## src/rtl/alu_seq_pkg.sv

```systemverilog
// Shared types and opcode constants for the ALU lane sequencer.
package alu_seq_pkg;

    typedef enum logic [1:0] {
        ST_IDLE = 2'b00,
        ST_RUN  = 2'b01,
        ST_DONE = 2'b10
    } seq_state_e;

    localparam logic [2:0] OP_PASS = 3'b000;
    localparam logic [2:0] OP_ADD  = 3'b100;
    localparam logic [2:0] OP_SUB  = 3'b101;
    localparam logic [2:0] OP_DIV  = 3'b110;
    localparam logic [2:0] OP_MUL  = 3'b111;

endpackage

```

## src/rtl/alu_lane_sequencer_if.sv

```systemverilog
// Issue-side, ALU-side and result-side signals of the lane sequencer.
interface alu_lane_sequencer_if #(
    parameter int WIDTH = 18,
    parameter int LANES = 4
);
    logic                     in_valid;
    logic                     in_ready;
    logic [2:0]               in_sel;
    logic [LANES-1:0]         in_mask;
    logic [LANES*WIDTH-1:0]   in_a;
    logic [LANES*WIDTH-1:0]   in_b;

    logic [WIDTH-1:0]         alu_a;
    logic [WIDTH-1:0]         alu_b;
    logic [2:0]               alu_sel;
    logic [WIDTH-1:0]         alu_out;
    logic [3:0]               alu_nzvc;

    logic                     out_valid;
    logic                     out_ready;
    logic [LANES*WIDTH-1:0]   out_vec;
    logic [LANES*4-1:0]       out_nzvc;
    logic                     out_v_any;
    logic                     out_c_any;
    logic                     busy;

    modport slave (
        input  in_valid, in_sel, in_mask, in_a, in_b, alu_out, alu_nzvc, out_ready,
        output in_ready, alu_a, alu_b, alu_sel, out_valid, out_vec, out_nzvc,
               out_v_any, out_c_any, busy
    );

    modport master (
        output in_valid, in_sel, in_mask, in_a, in_b, alu_out, alu_nzvc, out_ready,
        input  in_ready, alu_a, alu_b, alu_sel, out_valid, out_vec, out_nzvc,
               out_v_any, out_c_any, busy
    );

endinterface

```

## src/rtl/alu_lane_sequencer_next.sv

```systemverilog
// Mask scanner: lowest set lane strictly above ptr_i, or lowest set lane overall
// when from_start_i is high. none_o flags that no such lane exists.
module lane_next_finder #(
    parameter int LANES  = 4,
    parameter int LANE_W = 2
) (
    input  logic [LANES-1:0]  mask_i,
    input  logic [LANE_W-1:0] ptr_i,
    input  logic              from_start_i,
    output logic [LANE_W-1:0] idx_o,
    output logic              none_o
);

    // NOTE: combinational logic uses blocking '=' with defaults first, so no latch
    // is inferred; the descending scan lets the lowest qualifying lane win.
    always_comb begin
        idx_o  = '0;
        none_o = 1'b1;
        for (int i = LANES - 1; i >= 0; i--) begin
            if (mask_i[i] && (from_start_i || (i > int'(ptr_i)))) begin
                idx_o  = LANE_W'(i);
                none_o = 1'b0;
            end
        end
    end

endmodule

```

## src/rtl/alu_lane_sequencer.sv

```systemverilog
// Sequences the active lanes of a vector op through one shared scalar ALU,
// one lane per cycle in ascending order, and returns the assembled result.
module alu_lane_sequencer
    import alu_seq_pkg::*;
#(
    parameter int WIDTH = 18,
    parameter int LANES = 4
) (
    input  logic                clk,
    input  logic                rst,
    alu_lane_sequencer_if.slave bus
);

    localparam int LANE_W = (LANES > 1) ? $clog2(LANES) : 1;

    seq_state_e                    state_q;
    logic                          in_ready_q;
    logic                          out_valid_q;
    logic                          v_any_q;
    logic                          c_any_q;
    logic [2:0]                    alu_sel_q;
    logic [WIDTH-1:0]              alu_a_q;
    logic [WIDTH-1:0]              alu_b_q;
    logic [LANE_W-1:0]             ptr_q;
    logic [LANES-1:0]              mask_q;
    logic [LANES-1:0][WIDTH-1:0]   a_q;
    logic [LANES-1:0][WIDTH-1:0]   b_q;
    logic [LANES-1:0][WIDTH-1:0]   res_q;
    logic [LANES-1:0][3:0]         nzvc_q;

    logic [LANES-1:0][WIDTH-1:0]   in_a_lanes;
    logic [LANES-1:0][WIDTH-1:0]   in_b_lanes;
    logic [LANE_W-1:0]             first_idx;
    logic [LANE_W-1:0]             next_idx;
    logic                          first_none;
    logic                          next_none;
    logic                          accept;

    assign in_a_lanes = bus.in_a;
    assign in_b_lanes = bus.in_b;
    assign accept     = bus.in_valid && in_ready_q;

    lane_next_finder #(.LANES(LANES), .LANE_W(LANE_W)) u_first (
        .mask_i       (bus.in_mask),
        .ptr_i        ('0),
        .from_start_i (1'b1),
        .idx_o        (first_idx),
        .none_o       (first_none)
    );

    lane_next_finder #(.LANES(LANES), .LANE_W(LANE_W)) u_next (
        .mask_i       (mask_q),
        .ptr_i        (ptr_q),
        .from_start_i (1'b0),
        .idx_o        (next_idx),
        .none_o       (next_none)
    );

    // NOTE: operand storage is only read after an accept writes it, so it has no
    // reset and lives in its own block apart from the reset control state.
    always_ff @(posedge clk) begin
        if (accept) begin
            mask_q <= bus.in_mask;
            a_q    <= in_a_lanes;
            b_q    <= in_b_lanes;
        end
    end

    always_ff @(posedge clk or negedge rst) begin
        if (!rst) begin
            state_q     <= ST_IDLE;
            in_ready_q  <= 1'b1;
            out_valid_q <= 1'b0;
            v_any_q     <= 1'b0;
            c_any_q     <= 1'b0;
            alu_sel_q   <= OP_PASS;
            alu_a_q     <= '0;
            alu_b_q     <= '0;
            ptr_q       <= '0;
            res_q       <= '0;
            nzvc_q      <= '0;
        end else begin
            unique case (state_q)
                ST_IDLE: begin
                    if (accept) begin
                        in_ready_q <= 1'b0;
                        res_q      <= in_a_lanes;
                        nzvc_q     <= '0;
                        v_any_q    <= 1'b0;
                        c_any_q    <= 1'b0;
                        if (first_none) begin
                            state_q <= ST_DONE;
                        end else begin
                            state_q   <= ST_RUN;
                            ptr_q     <= first_idx;
                            alu_a_q   <= in_a_lanes[first_idx];
                            alu_b_q   <= in_b_lanes[first_idx];
                            alu_sel_q <= bus.in_sel;
                        end
                    end
                end
                ST_RUN: begin
                    res_q[ptr_q]  <= bus.alu_out;
                    nzvc_q[ptr_q] <= bus.alu_nzvc;
                    v_any_q       <= v_any_q | bus.alu_nzvc[1];
                    c_any_q       <= c_any_q | bus.alu_nzvc[0];
                    if (next_none) begin
                        state_q   <= ST_DONE;
                        alu_sel_q <= OP_PASS;
                    end else begin
                        ptr_q   <= next_idx;
                        alu_a_q <= a_q[next_idx];
                        alu_b_q <= b_q[next_idx];
                    end
                end
                ST_DONE: begin
                    // Valid rises one cycle after entering DONE, giving k+1 latency.
                    if (!out_valid_q) begin
                        out_valid_q <= 1'b1;
                    end else if (bus.out_ready) begin
                        out_valid_q <= 1'b0;
                        in_ready_q  <= 1'b1;
                        state_q     <= ST_IDLE;
                    end
                end
                default: begin
                    state_q <= ST_IDLE;
                end
            endcase
        end
    end

    assign bus.in_ready  = in_ready_q;
    assign bus.alu_a     = alu_a_q;
    assign bus.alu_b     = alu_b_q;
    assign bus.alu_sel   = alu_sel_q;
    assign bus.out_valid = out_valid_q;
    assign bus.out_vec   = res_q;
    assign bus.out_nzvc  = nzvc_q;
    assign bus.out_v_any = v_any_q;
    assign bus.out_c_any = c_any_q;
    assign bus.busy      = (state_q != ST_IDLE);

endmodule

```

## src/flat_wrapper.sv

```systemverilog
// flat-port wrapper written by rule: the top's interface ports become plain ports
module alu_lane_sequencer_flat import alu_seq_pkg::*;
#(
    parameter int WIDTH = 18,
    parameter int LANES = 4
)
  (clk, rst, bus_in_valid, bus_in_sel, bus_in_mask, bus_in_a, bus_in_b, bus_alu_out, bus_alu_nzvc, bus_out_ready, bus_in_ready, bus_alu_a, bus_alu_b, bus_alu_sel, bus_out_valid, bus_out_vec, bus_out_nzvc, bus_out_v_any, bus_out_c_any, bus_busy);
  alu_lane_sequencer_if #(.WIDTH(WIDTH), .LANES(LANES)) bus_i ();
  input  logic clk;
  input  logic rst;
  input wire logic [$bits(bus_i.in_valid)-1:0] bus_in_valid;
  input wire logic [$bits(bus_i.in_sel)-1:0] bus_in_sel;
  input wire logic [$bits(bus_i.in_mask)-1:0] bus_in_mask;
  input wire logic [$bits(bus_i.in_a)-1:0] bus_in_a;
  input wire logic [$bits(bus_i.in_b)-1:0] bus_in_b;
  input wire logic [$bits(bus_i.alu_out)-1:0] bus_alu_out;
  input wire logic [$bits(bus_i.alu_nzvc)-1:0] bus_alu_nzvc;
  input wire logic [$bits(bus_i.out_ready)-1:0] bus_out_ready;
  output wire logic [$bits(bus_i.in_ready)-1:0] bus_in_ready;
  output wire logic [$bits(bus_i.alu_a)-1:0] bus_alu_a;
  output wire logic [$bits(bus_i.alu_b)-1:0] bus_alu_b;
  output wire logic [$bits(bus_i.alu_sel)-1:0] bus_alu_sel;
  output wire logic [$bits(bus_i.out_valid)-1:0] bus_out_valid;
  output wire logic [$bits(bus_i.out_vec)-1:0] bus_out_vec;
  output wire logic [$bits(bus_i.out_nzvc)-1:0] bus_out_nzvc;
  output wire logic [$bits(bus_i.out_v_any)-1:0] bus_out_v_any;
  output wire logic [$bits(bus_i.out_c_any)-1:0] bus_out_c_any;
  output wire logic [$bits(bus_i.busy)-1:0] bus_busy;
  assign bus_i.in_valid = bus_in_valid;
  assign bus_i.in_sel = bus_in_sel;
  assign bus_i.in_mask = bus_in_mask;
  assign bus_i.in_a = bus_in_a;
  assign bus_i.in_b = bus_in_b;
  assign bus_i.alu_out = bus_alu_out;
  assign bus_i.alu_nzvc = bus_alu_nzvc;
  assign bus_i.out_ready = bus_out_ready;
  assign bus_in_ready = bus_i.in_ready;
  assign bus_alu_a = bus_i.alu_a;
  assign bus_alu_b = bus_i.alu_b;
  assign bus_alu_sel = bus_i.alu_sel;
  assign bus_out_valid = bus_i.out_valid;
  assign bus_out_vec = bus_i.out_vec;
  assign bus_out_nzvc = bus_i.out_nzvc;
  assign bus_out_v_any = bus_i.out_v_any;
  assign bus_out_c_any = bus_i.out_c_any;
  assign bus_busy = bus_i.busy;
  alu_lane_sequencer #(.WIDTH(WIDTH), .LANES(LANES)) u_core (.clk(clk), .rst(rst), .bus(bus_i));
endmodule
```

## config.mk

```make
export PLATFORM = sky130hd
export DESIGN_NAME = alu_lane_sequencer_flat
export DESIGN_NICKNAME = d
export VERILOG_FILES = /design/src/rtl/alu_seq_pkg.sv /design/src/rtl/alu_lane_sequencer_if.sv /design/src/rtl/alu_lane_sequencer_next.sv /design/src/rtl/alu_lane_sequencer.sv /design/src/flat_wrapper.sv
export SDC_FILE = /design/constraint.sdc
export NUM_CORES = 1
export LEC_CHECK = 0
export CAP_MARGIN = 10
export CORE_ASPECT_RATIO = 1.75
export CORE_UTILIZATION = 53
export CTS_BUF_LIST = sky130_fd_sc_hd__clkbuf_8 sky130_fd_sc_hd__clkbuf_16
export DETAILED_ROUTE_END_ITERATION = 8
export PLACE_DENSITY = 0.94
export SLEW_MARGIN = 30
export SYNTH_ARGS = -nofsm -noshare
export SYNTH_HDL_FRONTEND = slang
export SYNTH_SLANG_ARGS = --single-unit
```

## constraint.sdc

```tcl
create_clock -name clk -period 8.2 [get_ports clk]
set_input_delay 1.64 -clock clk [delete_from_list [all_inputs] [get_ports clk]]
set_output_delay 1.64 -clock clk [all_outputs]
set_load 0.005 [all_outputs]
```

; ---- After elaboration in Yosys (flattened, before gate mapping)
; Index checks and enable logic that the tools add are counted.
[classes]
eq_ne = 8
n_mux = 62
n_lt_le_gt_ge = 7
n_bitwise = 2
reduce_logical = 14
[ops]
columns = operator, n
row1 = 18-bit 2-to-1 mux, 11
row2 = 18-bit binary-select mux with 2-bit select, 4
row3 = 72-bit case mux with 2 select lines, 1
row4 = 72-bit bitwise mux, 1
row5 = 72-bit 2-to-1 mux, 1
row6 = 18-bit case mux with 2 select lines, 2
row7 = 18-bit demux with 2-bit select, 1
row8 = 16-bit case mux with 2 select lines, 1
row9 = 2-bit 2-to-1 mux, 15
row10 = 16-bit bitwise mux, 1
row11 = 16-bit 2-to-1 mux, 1
row12 = 4-bit AND reduction, 4
row13 = 1-bit 2-to-1 mux, 12
row14 = 2-bit by 3-bit < comparator with 1-bit output (second input constant), 3
row15 = 3-bit 2-to-1 mux, 3
row16 = 4-bit demux with 2-bit select, 1
row17 = 2-bit by 1-bit inequality test with 1-bit output (second input constant), 3
row18 = 2-bit inequality test (second input constant), 3
row19 = 1-bit case mux with 2 select lines, 3
row20 = 2-bit case mux with 3 select lines, 1
row21 = 3-bit case mux with 2 select lines, 1
row22 = 2-bit nonzero test, 3
row23 = 1-bit logical AND, 5
row24 = 2-bit > comparator (first input constant), 2
row25 = other kinds (9), 10
[word_totals]
out_inout_bits = 132
ff_bits = 283
elab_cells = 119
in_bits = 177

; ---- Depth between registers and ports, before layout
[logic_depth]
depth_word = 9
ltp_mapped = 8
mapped_depth_nobuf = 6

; ---- Hierarchy
; A second synthesis with hierarchy kept.
[hier_totals]
hier_cells = 970
area_unflattened_um2 = 12568.3
[modules_own_cells]
columns = mod, n_inst, cells_per_inst, area_each_um2
row1 = alu_lane_sequencer, 1, 940, 12395.6
row2 = lane_next_finder, 2, 15, 86.3

; ---- Worst setup path after synthesis
; No wires, ideal clock.
[synth_timing]
path_type = input-to-reg
start = input bus_in_valid
end = register u_core.a_q[11] in the netlist's numbering (enable)
arrival_time_ns = 4.233
setup_slack_ns = 3.488
setup_time_ns = 0.478
path_buffers = 0
stages = 2
path_cell_list = nand2_1 -> inv_1
[synth_via]
elab_chain_cells = 1
[synth_lines]
columns = item, line
row1 = "start, declared", flat_wrapper.sv:11  ; input wire logic [$bits(bus_i.in_valid)-1:0] bus_in_valid;
row2 = 1-bit logical AND, alu_lane_sequencer.sv:41  ; assign accept = bus.in_valid && in_ready_q;
row3 = net u_core.accept, alu_lane_sequencer.sv:37  ; logic accept;
row4 = "end signal, assigned", alu_lane_sequencer.sv:64  ; a_q <= in_a_lanes;
row5 = "end, declared", alu_lane_sequencer.sv:26  ; logic [LANES-1:0][WIDTH-1:0] a_q;
; The timed path passes the listed nets, and every way through them passes these cells.
; A chain may end at the register's enable or synchronous reset.

; ---- Final worst setup path
[layout_timing]
start = input bus_in_mask[2]
end = register u_core.alu_a_q[12] (netlist: u_core.bus.alu_a[12])
[layout_via]
elab_chain_cells = 8
[layout_lines]
columns = item, line
row1 = "start, declared", flat_wrapper.sv:13  ; input wire logic [$bits(bus_i.in_mask)-1:0] bus_in_mask;
row2 = 2-bit 2-to-1 mux (3 in a row), alu_lane_sequencer_next.sv:20  ; if (mask_i[i] && (from_start_i || (i > int'(ptr_i)))) begin
row3 = 18-bit binary-select mux with 2-bit select, alu_lane_sequencer.sv:96  ; alu_a_q <= in_a_lanes[first_idx];
row4 = 18-bit 2-to-1 mux (implied by the code), alu_lane_sequencer.sv:96
row5 = 18-bit 2-to-1 mux, alu_lane_sequencer.sv:91  ; if (first_none) begin
row6 = 18-bit 2-to-1 mux, alu_lane_sequencer.sv:85  ; if (accept) begin
row7 = 18-bit case mux with 2 select lines, alu_lane_sequencer.sv:83  ; unique case (state_q)
row8 = "end signal, assigned", alu_lane_sequencer.sv:96
row9 = "end signal, assigned", alu_lane_sequencer.sv:112  ; alu_a_q <= a_q[next_idx];
row10 = "end, declared", alu_lane_sequencer.sv:22  ; logic [WIDTH-1:0] alu_a_q;
; Parallel ways exist; a longest one is shown, timed or not. The select of a mux whose other input is x is not followed.

==> metrics.txt <==
Rows=73; post-CTS setup buffers=0; Pins Over Slew Limit=0; routing usage on met2=55.6%; synthesized area=12,200 um2; RSZ-0062 raised after global routing=false; Die Y-Extent=202 um; GR Util met1=43.2%; YS warnings=0; leakage=6.27 nW; reg-to-reg setup timing slack=5.06 ns; Die ar.=23,600 um2; Vias/cell=6.68; final setup vio count=0; final net count=1,502; Worst Skew=0.0124 ns; WHS Endpoint=u_core.bus.out_vec[40]$_DFFE_PN0P_; slew margin rel.=32.9%; Hold Crit Depth=2; Final ANT Viol Nets=0; GRT Resource Usage Total=35.5%; total power=5.02 mW; crit path cell chain=clkdlybuf4s50_1, o21ai_2, mux2_2, a222oi_1, a31oi_1; Worst-Skew Late Latency=0.53 ns; R2R depth=5; Reg clk slew, reported paths=0.07 ns; slew at the pin closest to its max-slew limit=1.00 ns; met3 Use GR=6.66%; startpoint class of the critical path=input pin; CP arrival=4.10 ns; end-of-flow core utilization=71.8%; GRT Residual Overflow=0; gp weighted congestion=0.953; CP Class=input pin to flip-flop; setup TNS=0 ns; Hold Buf Count CTS=0; Synth Flop Type=dfrtp_1; VDD IR max=186 uV; DRT iter0 DRCs=1,329; cell area after layout=16,300 um2; post-CTS resize count=0; CP Data Required Time=8.57 ns; CP endpoint kind=flip-flop; CP max FO=15; Ports=309; layout cells sized above 1=8.12%; clock sinks=261; Syn Nets=1,234; Highest Clock Rate=0.269 GHz; hold path start=u_core.bus.out_vec[40]$_DFFE_PN0P_; Filler cells=1,572; number of synthesized flops with an enable pin=126; FFs w/ async S/R, synth=51.7%; reg-to-reg endpoint=u_core.bus.alu_b[5]$_DFFE_PN0P_; Vias=11,000; commonest cells after routing, fill and taps aside=clkdlybuf4s50_1, nand2_1, dfrtp_1; Longest Clk Path Bufs=3; antenna violations before repair=4; vias in the first global route=11,200; CP peak stage delay=0.82 ns; GRT busiest layer=met2; commonest non-fill, non-tap cell in the layout=clkdlybuf4s50_1; Routed Wire Length=41.8 mm; Root Buffer=clkbuf_16; status=finished, final reports clean; total power per unit cell area=309 nW/um2; Hold WC Path Type=flip-flop to flip-flop; P&R area growth vs syn=33.8%; pin count of the biggest net entering global routing=80; placed inst area=15,400 um2; max cap viols=0; Buf/Inv on CP=1; TritonCTS clock tree=built; DRC=0; Final Cycle Share=45.4%; global-route wire length before repair=62.6 mm; sequential-to-total area share from yosys stat=58.9%; core box area=22,700 um2; Chip Width=116 um; TritonRoute pass-1 iters=8; Final Hold Fails=0; CTS H-tree lvls=1; TritonCTS Buffers=24; hpwl dp=27.2 mm; Distinct cells, synth=63; routed len/inst=25.4 um; Initial Utilization=53.7%; Critical-path top delay cell=o21ai_2; Avg Inst Size Synth=11.5 um2; min cycle time layout=3.72 ns; IO Port Bufs=308; Yosys reg bits=261; hold slack=0.478 ns; CP top delay family=compound AO/OA/AOI/OAI gates; post-synthesis instance total=1,057; RR Startpoint=u_core.ptr_q[0]$_DFFE_PN0P_
## metal layers
| layer | vias up | part of all wire [%] |
|---|---|---|
| met2 | 921 | 48 |
| met1 | 5268 | 33 |
| met3 | 212 | 11 |
| met5 | - | 0 |
| li1 | 4597 | - |
| met4 | 0 | 7.3 |
## final cells by class
type	instances	area (um2)	share of cell area (%)
sequential	261	7160	44.0
multi-input combinational	685	4530	27.9
timing repair buffer	327	3270	20.1
clock buffer	29	681	4.19
tap	300	375	2.31
clock inverter	15	120	0.739
inverter	26	114	0.700
antenna	4	10.0	0.0616
## worst min-delay path: cells and delay by family, from the launching register on
family	cells	cell delay (ns)
flops	1	0.35
simple gates	2	0.10
## flip-flops by register name, summed over array words and instances (netlist names)
register              count
u_core.a_q               62
u_core.b_q               61
u_core.bus.alu_a         18
u_core.bus.alu_b         18
u_core.bus.alu_sel        3
u_core.bus.in_ready       1
u_core.bus.out_c_any      1
u_core.bus.out_nzvc      16
u_core.bus.out_v_any      1
u_core.bus.out_valid      1
u_core.bus.out_vec       72
u_core.mask_q             3
u_core.ptr_q              2
u_core.state_q            2
## logic make-up (layout without fill, tap and decap cells)
family          Yosys count  in the layout  synth area share (%)
other cells               0              4                     0
mux                      27             27                  2.51
compound gates          369            369                  22.3
flops                   261            261                  58.9
simple gates            289            289                  11.7
buf+inv                 111            397                  4.54
## synth_stat cells, drive strengths merged (25+ instances only)
cell type,instances,area (um2)
nand2,156,586
dfrtp,134,3350
edfxtp,126,3780
o21ai,89,460
a22oi,74,556
buf,55,328
nor2,36,153
a21oi,35,186
a221oi,30,263
clkbuf,30,113
nor2b,30,198
a221o,28,280
inv,25,93.8
mux2,25,285
## per-stage QoR
step | cells | worst slack (ns)
final | 1647 | 4.48
after global placement | 1596 | 3.83
after floorplan | 1057 | 3.49
after detailed placement | 1597 | 3.98
after CTS | 1641 | 4.52
after global routing | 1646 | 4.44
## worst max-delay path by stage
| stage | depth (start not counted) | slack (ns) | to | from |
|---|---|---|---|---|
| after global placement | 6 | 3.83 | u_core.bus.out_nzvc[1]$_DFFE_PN0P_ | bus_in_valid |
| final | 5 | 4.48 | u_core.bus.alu_a[12]$_DFFE_PN0P_ | bus_in_mask[2] |
| after CTS | 4 | 4.52 | u_core.b_q[18]$_DFFE_PP_ | bus_in_valid |
| after detailed placement | 4 | 3.98 | u_core.a_q[28]$_DFFE_PP_ | bus_in_valid |
| after floorplan | 2 | 3.49 | u_core.a_q[11]$_DFFE_PP_ | bus_in_valid |
| after global routing | 5 | 4.44 | u_core.bus.alu_a[12]$_DFFE_PN0P_ | bus_in_mask[2] |
## power breakdown
part           switching [mW]  total (mW)  internal, mW  leakage, nW
combinational           0.953        1.93         0.973         3.04
sequential              0.223        1.94          1.72         2.81
clock                   0.500        1.15         0.651        0.416
total                    1.68        5.02          3.34         6.27
No activity file was read; power rests on OpenSTA's default activity.
